[src/rtl/alu_mdu.sv]
// Multi-cycle RV integer ALU with iterative M-extension multiplier/divider.
// Valid/ready request side, single-cycle out_valid pulse on completion.
module alu_mdu #(
    parameter int XLEN     = 32,
    parameter bit ENABLE_M = 1'b1
) (
    input  logic            clk,
    input  logic            rst,
    input  logic            in_valid,
    output logic            in_ready,
    input  logic [4:0]      op,
    input  logic [XLEN-1:0] a,
    input  logic [XLEN-1:0] b,
    output logic            out_valid,
    output logic [XLEN-1:0] result,
    output logic            busy
);

    localparam int SHW = $clog2(XLEN);
    localparam logic [1:0] S_IDLE = 2'd0;
    localparam logic [1:0] S_BUSY = 2'd1;
    localparam logic [1:0] S_DONE = 2'd2;

    logic [1:0]        r_state;
    logic [2*XLEN-1:0] r_acc;
    logic [XLEN-1:0]   r_opb;
    logic [2:0]        r_f3;
    logic              r_neg;
    logic [SHW:0]      r_cnt;
    logic [XLEN-1:0]   r_result;

    logic [SHW-1:0]    w_shamt;
    logic [XLEN-1:0]   w_base;
    logic              w_a_signed;
    logic              w_b_signed;
    logic              w_a_neg;
    logic              w_b_neg;
    logic [XLEN-1:0]   w_a_mag;
    logic [XLEN-1:0]   w_b_mag;
    logic              w_neg;
    logic              w_div0;
    logic              w_ovf;
    logic              w_special;
    logic [XLEN-1:0]   w_spec_res;
    logic              w_fast;
    logic [XLEN-1:0]   w_fast_res;
    logic [XLEN:0]     w_msum;
    logic              w_ge;
    logic [XLEN-1:0]   w_diff;
    logic [2*XLEN-1:0] w_step;
    logic [2*XLEN-1:0] w_prod;
    logic [XLEN-1:0]   w_dsel;
    logic [XLEN-1:0]   w_fix;

    assign w_shamt = b[SHW-1:0];

    always_comb begin
        w_base = '0;
        case (op[3:0])
            4'b0000: w_base = a + b;
            4'b1000: w_base = a - b;
            4'b0001: w_base = a << w_shamt;
            4'b0101: w_base = a >> w_shamt;
            4'b1101: w_base = $signed(a) >>> w_shamt;
            4'b0010: w_base = {{(XLEN-1){1'b0}}, $signed(a) < $signed(b)};
            4'b0011: w_base = {{(XLEN-1){1'b0}}, a < b};
            4'b0100: w_base = a ^ b;
            4'b0110: w_base = a | b;
            4'b0111: w_base = a & b;
            default: w_base = '0;
        endcase
    end

    // Operand signedness by funct3: div/rem signed when op[0]=0.
    assign w_a_signed = op[2] ? ~op[0] : (op[1:0] != 2'b11);
    assign w_b_signed = op[2] ? ~op[0] : ~op[1];
    assign w_a_neg    = w_a_signed & a[XLEN-1];
    assign w_b_neg    = w_b_signed & b[XLEN-1];
    assign w_a_mag    = w_a_neg ? -a : a;
    assign w_b_mag    = w_b_neg ? -b : b;
    assign w_neg      = (op[2] & op[1]) ? w_a_neg : (w_a_neg ^ w_b_neg);

    assign w_div0     = (b == '0);
    assign w_ovf      = ~op[0] & (a == {1'b1, {(XLEN-1){1'b0}}}) & (b == '1);
    assign w_special  = op[2] & (w_div0 | w_ovf);
    assign w_spec_res = op[1] ? (w_div0 ? a : '0) : (w_div0 ? '1 : a);

    assign w_fast     = ~op[4] | ~ENABLE_M | w_special;
    assign w_fast_res = ~op[4] ? w_base : (ENABLE_M ? w_spec_res : '0);

    // Shift-add multiply: high half accumulates, low half shifts out the multiplier.
    assign w_msum = {1'b0, r_acc[2*XLEN-1:XLEN]} + (r_acc[0] ? {1'b0, r_opb} : '0);
    // Restoring divide: high half is the partial remainder, low half the quotient.
    assign w_ge   = r_acc[2*XLEN-1:XLEN-1] >= {1'b0, r_opb};
    assign w_diff = r_acc[2*XLEN-2:XLEN-1] - r_opb;
    assign w_step = r_f3[2]
                  ? (w_ge ? {w_diff, r_acc[XLEN-2:0], 1'b1} : {r_acc[2*XLEN-2:0], 1'b0})
                  : {w_msum, r_acc[XLEN-1:1]};

    assign w_prod = r_neg ? -r_acc : r_acc;
    assign w_dsel = r_f3[1] ? r_acc[2*XLEN-1:XLEN] : r_acc[XLEN-1:0];
    assign w_fix  = r_f3[2] ? (r_neg ? -w_dsel : w_dsel)
                  : ((r_f3 == 3'b000) ? w_prod[XLEN-1:0] : w_prod[2*XLEN-1:XLEN]);

    always_ff @(posedge clk) begin
        if (rst) begin
            r_state  <= S_IDLE;
            r_acc    <= '0;
            r_opb    <= '0;
            r_f3     <= '0;
            r_neg    <= 1'b0;
            r_cnt    <= '0;
            r_result <= '0;
        end else begin
            case (r_state)
                S_IDLE: begin
                    if (in_valid) begin
                        if (w_fast) begin
                            r_result <= w_fast_res;
                            r_state  <= S_DONE;
                        end else begin
                            r_acc   <= {{XLEN{1'b0}}, w_a_mag};
                            r_opb   <= w_b_mag;
                            r_f3    <= op[2:0];
                            r_neg   <= w_neg;
                            r_cnt   <= '0;
                            r_state <= S_BUSY;
                        end
                    end
                end
                S_BUSY: begin
                    if (r_cnt == (SHW+1)'(XLEN)) begin
                        r_result <= w_fix;
                        r_state  <= S_DONE;
                    end else begin
                        r_acc <= w_step;
                        r_cnt <= r_cnt + 1'b1;
                    end
                end
                S_DONE:  r_state <= S_IDLE;
                default: r_state <= S_IDLE;
            endcase
        end
    end

    assign in_ready  = (r_state == S_IDLE);
    assign out_valid = (r_state == S_DONE);
    assign busy      = (r_state == S_BUSY);
    assign result    = r_result;

endmodule

[config.mk]
export PLATFORM = sky130hd
export DESIGN_NAME = alu_mdu
export DESIGN_NICKNAME = d
export VERILOG_FILES = /design/src/rtl/alu_mdu.sv
export SDC_FILE = /design/constraint.sdc
export NUM_CORES = 1
export LEC_CHECK = 0
export BUFFER_PORTS_ARGS = -buffer_cell sky130_fd_sc_hd__buf_2
export CORE_UTILIZATION = 30
export DETAILED_ROUTE_END_ITERATION = 10
export PLACE_DENSITY = 0.45
export SKIP_LAST_GASP = 1
export SYNTH_ARGS = -nofsm -noshare
export SYNTH_HDL_FRONTEND = slang
export SYNTH_SLANG_ARGS = --single-unit
[constraint.sdc]
create_clock -name clk -period 4.6 [get_ports clk]
set_input_delay 1.15 -clock clk [delete_from_list [all_inputs] [get_ports clk]]
set_output_delay 1.15 -clock clk [all_outputs]
set_load 0.02 [all_outputs]
== Yosys cells after proc, flatten, opt, wreduce, memory -nomap -nowiden ==
Cells that the tools add are included.

* Flip-flop bits (word level): 140
* Bits of input ports: 72
* Output and inout bits: 35
* Word-level logic and storage cells: 101

* Add/sub/neg operators: 9
* Order comparisons: 3
* Equality and inequality tests: 20
* Shift-type cells: 3
* Mux-type cells: 34
* Bitwise operators: 16
* Reduce and logical (&&, ||, !) cells: 9

{| class="wikitable"
|+ Operators with widths
! operator !! number
|-
| $mux 32 || 14
|-
| $mux 64 || 6
|-
| $pmux 32 s10 || 1
|-
| $pmux 64 s2 || 1
|-
| $neg 32->32 || 3
|-
| $eq 32x32->1 const B || 2
|-
| $lt 32x32->1 || 2
|-
| $neg 64->64 || 1
|-
| $pmux 32 s2 || 1
|-
| $sub 32x32->32 || 2
|-
| $add 32x32->33 || 1
|-
| $ge 33x32->1 || 1
|-
| $add 32x32->32 || 1
|-
| $and 32x32->32 || 1
|-
| $logic_not 32->1 || 1
|-
| $or 32x32->32 || 1
|-
| $shl 32x5->32 || 1
|-
| $shr 32x5->32 || 1
|-
| $sshr 32x5->32 || 1
|-
| $xor 32x32->32 || 1
|-
| $mux 6 || 3
|-
| $eq 4x3->1 const B || 4
|-
| $pmux 6 s2 || 1
|-
| $eq 4x2->1 const B || 2
|-
| other kinds (22) || 41
|}

== Longest topological paths before layout ==
* Word-level depth: 9
* Depth in mapped cells: 17
* Depth with buffers taken out: 14

== Worst setup path after synthesis ==
OpenSTA, ideal clock, no wires.

* Path type: input port to flip-flop
* From: input port b[3]
* To: register r_result[31], in the netlist result[31]
* Setup time: 0.122 ns
* Arrival: 4.646 ns
* Required time: 4.478 ns
* Slack: -0.167 ns
* Cell stages on the path: 14
* Buffers on the path: 4
* Cell sequence: inv_1 > clkbuf_1 > clkbuf_1 > clkbuf_1 > ha_1 > clkbuf_1 > nor4_1 > nor4_2 > a211o_1 > a2111oi_0 > o41ai_1 > o31ai_1 > mux2i_1 > a21oi_1

* Word-level cells in the longest chain between the ends: 7
* Elaborated cells between the ends (all ways): 21
* Those cells by class: 2 x add/sub; 2 x eq/ne; 3 x shift; 8 x mux; 4 x bitwise; 2 x reduce/logical

{| class="wikitable"
|+ RTL lines
! element !! RTL line !! RTL
|-
| start, declared || 13 || <nowiki>input logic [XLEN-1:0] b,</nowiki>
|-
| branches (longest 7 deep; another with $sub 32x32->32) || -- ||
|-
| end signal, assigned || 119 || <nowiki>r_result <= w_fast_res;</nowiki>
|-
| end signal, assigned || 133 || <nowiki>r_result <= w_fix;</nowiki>
|-
| end, declared || 30 || <nowiki>logic [XLEN-1:0] r_result;</nowiki>
|}

Parallel ways; which one is timed is not known. The select of a mux whose other input is x is not followed.
A chain may end at the register's enable or synchronous reset.

== Final worst setup path ==
* From: input port b[0]
* To: register r_result[16], in the netlist result[16]

The elaborated chain is that of the path after synthesis.

==> impl_metrics.json <==
{
  "outcome": "completed",
  "met3_usage": 0.0432,
  "setup_violations": 0,
  "place_ws_ns": -0.478,
  "cp-startpoint": "b[0]",
  "place_area_sq_um": 27300,
  "endpoint_kind": "flip-flop",
  "critPathLaunchType": "input pin",
  "drv_cap": 0,
  "synth_nets": 3648,
  "synth.distinct_cells": 92,
  "portBuffers": 106,
  "finClkSkew_ns": 0.0184,
  "dr.pass1.iters": 6,
  "seqPwrFrac": 0.233,
  "die-area_sq_um": 80500,
  "route.detailed.drc": 0,
  "synth_edf_count": 0,
  "grt_pass1_wl_um": 192000,
  "ys_seq_area_frac": 0.118,
  "worst_slew_pin_slew_ns": 1.13,
  "max_freq_mhz": 222,
  "hp-class": "reg2reg",
  "r2r-start": "r_acc[25]",
  "syn-instance-count": 3401,
  "mostFrequentLayoutCell": "nor2_1",
  "pin_count": 107,
  "rr_worst_depth": 10,
  "antenna_found_initial": 6,
  "peakVddDrop_mv": 0.275,
  "ys_warn_count": 0,
  "syn_area_sq_um": 23800,
  "avgSynthCellArea_sq_um": 7.00,
  "clkTransAtPathRegs_ns": 0.08,
  "timing_hold_violations_final": 0,
  "hpwlAfterDp_um": 107000,
  "finalPower_w": 0.00610,
  "area_growth_pct": 17.4,
  "powerDensity_nw_per_um2": 218,
  "final.min_clock_period_ns": 4.50,
  "slew_headroom": 0.239,
  "r2r_slack_ns": 0.51,
  "fillers": 8457,
  "min_period_over_period": 0.979,
  "drt-initial-drc-count": 2935,
  "die_y_um": 284,
  "p_sw_frac": 0.472,
  "p_int_w": 0.00322,
  "final_layout_size_suffix_gt1_frac": 0.170,
  "design_area_sq_um": 28000,
  "place_congestion": 1.04,
  "initial_core_util": 0.305,
  "htree_levels": 4,
  "regArea_sq_um": 2810,
  "slew_violations": 0,
  "p_switching_w": 0.00288,
  "critPathArrivalTime_ns": 4.84,
  "ant_nets": 0,
  "met1_usage": 0.419,
  "rsz0062_at_grt": "no",
  "vias_per_cell": 6.10,
  "required_ns": 4.93,
  "num_rows": 102,
  "fin_nets": 3832,
  "synth.area.top_cells": "dfxtp_1 12%, ha_1 9.0%, a21oi_1 6.4%",
  "synth_seq_cells": 140,
  "crit_path_end": "result[16]",
  "worstSetupPathType": "in2reg",
  "power_frac_comb": 0.522,
  "grt_max_degree": 90,
  "grt.met2_usage": 0.510,
  "clockBufferDepth": 2,
  "path_max_fanout": 71,
  "cts_sinks": 140,
  "synth_top_area_share": 0.118,
  "vias": 28300,
  "root_buffer": "clkbuf_16",
  "totalWireLength_um": 134000,
  "postLayoutSetupSlackWorst_ns": 0.0956,
  "grt_overflow": 0,
  "die_width_um": 284,
  "power.leakage_nw": 11.3,
  "core_sq_um": 78000,
  "grt_pass1_vias": 27000,
  "async_flop_share": 0,
  "synth_ff_type": "dfxtp_1",
  "wl_per_cell_um": 28.8,
  "final_cell_mix": "368 x nor2_1, 342 x buf_4, 303 x a21oi_1, 274 x o21ai_0, 271 x nand2_1",
  "cts_setup_buffers": 0,
  "synth_largest_area_cell": "dfxtp_1",
  "regToRegEndpoint": "result[16]",
  "cts_tree": "built",
  "cts_buffers": 17,
  "busiest_layer": "met2",
  "worstSkewPairLatency_ns": 0.47,
  "multiInputGateArea_sq_um": 19300,
  "clkPwrFrac": 0.245,
  "track_usage": 0.321
}
logic make-up (layout without fill, tap and decap cells):
kind of cell,after synthesis,count (layout),synth area share
other,0,4,0
flip-flops,140,140,0.118
AO/OA/AOI/OAI,1172,1172,0.320
buffers and inverters,451,648,0.0730
multiplexers,211,211,0.110
adder cells (fa/ha/maj),180,180,0.0953
XOR/XNOR,226,226,0.0831
AND/OR/NAND/NOR,1021,1021,0.201
worst min path at each step:
stage	startpoint	end	slack, ns	cells past startpoint
after global placement	result[25]	result[25]	0.48	2
after floorplan	r_opb[10]	r_opb[10]	0.48	2
after global routing	result[17]	result[17]	0.52	2
after detailed placement	result[17]	result[17]	0.48	2
final	result[17]	result[17]	0.49	2
after CTS	result[17]	result[17]	0.50	2
power by group through the flow:
stage / sequential [W] / combinational, W / clock [W]
5_1_grt: 0.00143 / 0.00338 / 0.00156
2_1_floorplan: 0.00136 / 0.00188 / 0
6_report: 0.00142 / 0.00319 / 0.00150
4_1_cts: 0.00141 / 0.00311 / 0.00152
3_5_place_dp: 0.00144 / 0.00310 / 0
3_3_place_gp: 0.00144 / 0.00312 / 0
flip-flops by register name, indices dropped and copies added, names as in the netlist:
signal   count
r_neg        1
r_cnt        6
result      32
r_f3         3
r_opb       32
r_state      2
r_acc       64
cells in the mapped netlist (14+ instances only):
cell type / number
nand2_1: 271
or4_1: 25
o21bai_1: 15
nor3_1: 75
a311oi_1: 14
o21ai_0: 274
nand4_1: 29
nor2b_1: 18
o22ai_1: 17
o41ai_1: 29
a22oi_1: 22
mux2i_1: 146
buf_1: 31
o31ai_1: 57
mux2_2: 28
a21oi_1: 304
inv_1: 154
a21o_1: 68
a211oi_1: 78
o2111ai_1: 15
xnor2_1: 152
or3_1: 25
nor4_1: 31
ha_1: 171
o221ai_1: 15
and2_1: 15
or2_2: 19
nor2_1: 369
xor2_1: 74
buf_2: 23
nand3_1: 52
and3_1: 20
dfxtp_1: 140
nand2b_1: 15
a31oi_1: 33
clkbuf_1: 235
o21a_1: 16
mux4_2: 37
a221o_1: 18
o211ai_1: 61
a221oi_1: 34
critical path: stages:
cell,delay (ns)
buf_4,0.12
buf_12,0.36
ha_1,0.22
nand4b_1,0.34
nor4_2,0.61
nand4_1,0.39
o211a_2,0.41
o21ai_2,0.29
buf_4,0.25
nand3_1,0.26
a31oi_1,0.26
a21oi_1,0.12
stage by stage:
step	TNS [ns]	util	hold slack (ns)	instances
2_1_floorplan	0	-	0.476	3401
3_3_place_gp	-37.04	0.351	0.484	4606
3_5_place_dp	-36.67	0.351	0.481	4606
4_1_cts	0	0.358	0.496	4638
5_1_grt	0	0.358	0.525	4638
6_report	0	0.359	0.492	4642
routing by layer:
layer  vias up  share of wire  wire [um]
met3       313          0.073       9760
met5         -       0.000082         11
met2      1372           0.45      59500
li1      12900              -          -
met1     13700           0.42      56400
met4         2          0.058       7790
final cells by class:
| cell class | instances | area share |
|---|---|---|
| flip-flops and latches | 140 | 0.100 |
| inverters | 159 | 0.0213 |
| repair buffers | 457 | 0.119 |
| diodes | 4 | 0.000358 |
| clock inverters | 15 | 0.00604 |
| multi-input cells | 2810 | 0.691 |
| well taps | 1040 | 0.0465 |
| clock buffers | 17 | 0.0152 |
what timing repair did:
| action | 4_1_cts | 5_1_grt |
|---|---|---|
| resized for setup | 0 | 1 |
| endpoints found under the setup margin | 0 | 54 |
| hold buffers | 0 | 0 |
No activity file was read; power rests on OpenSTA's default activity.
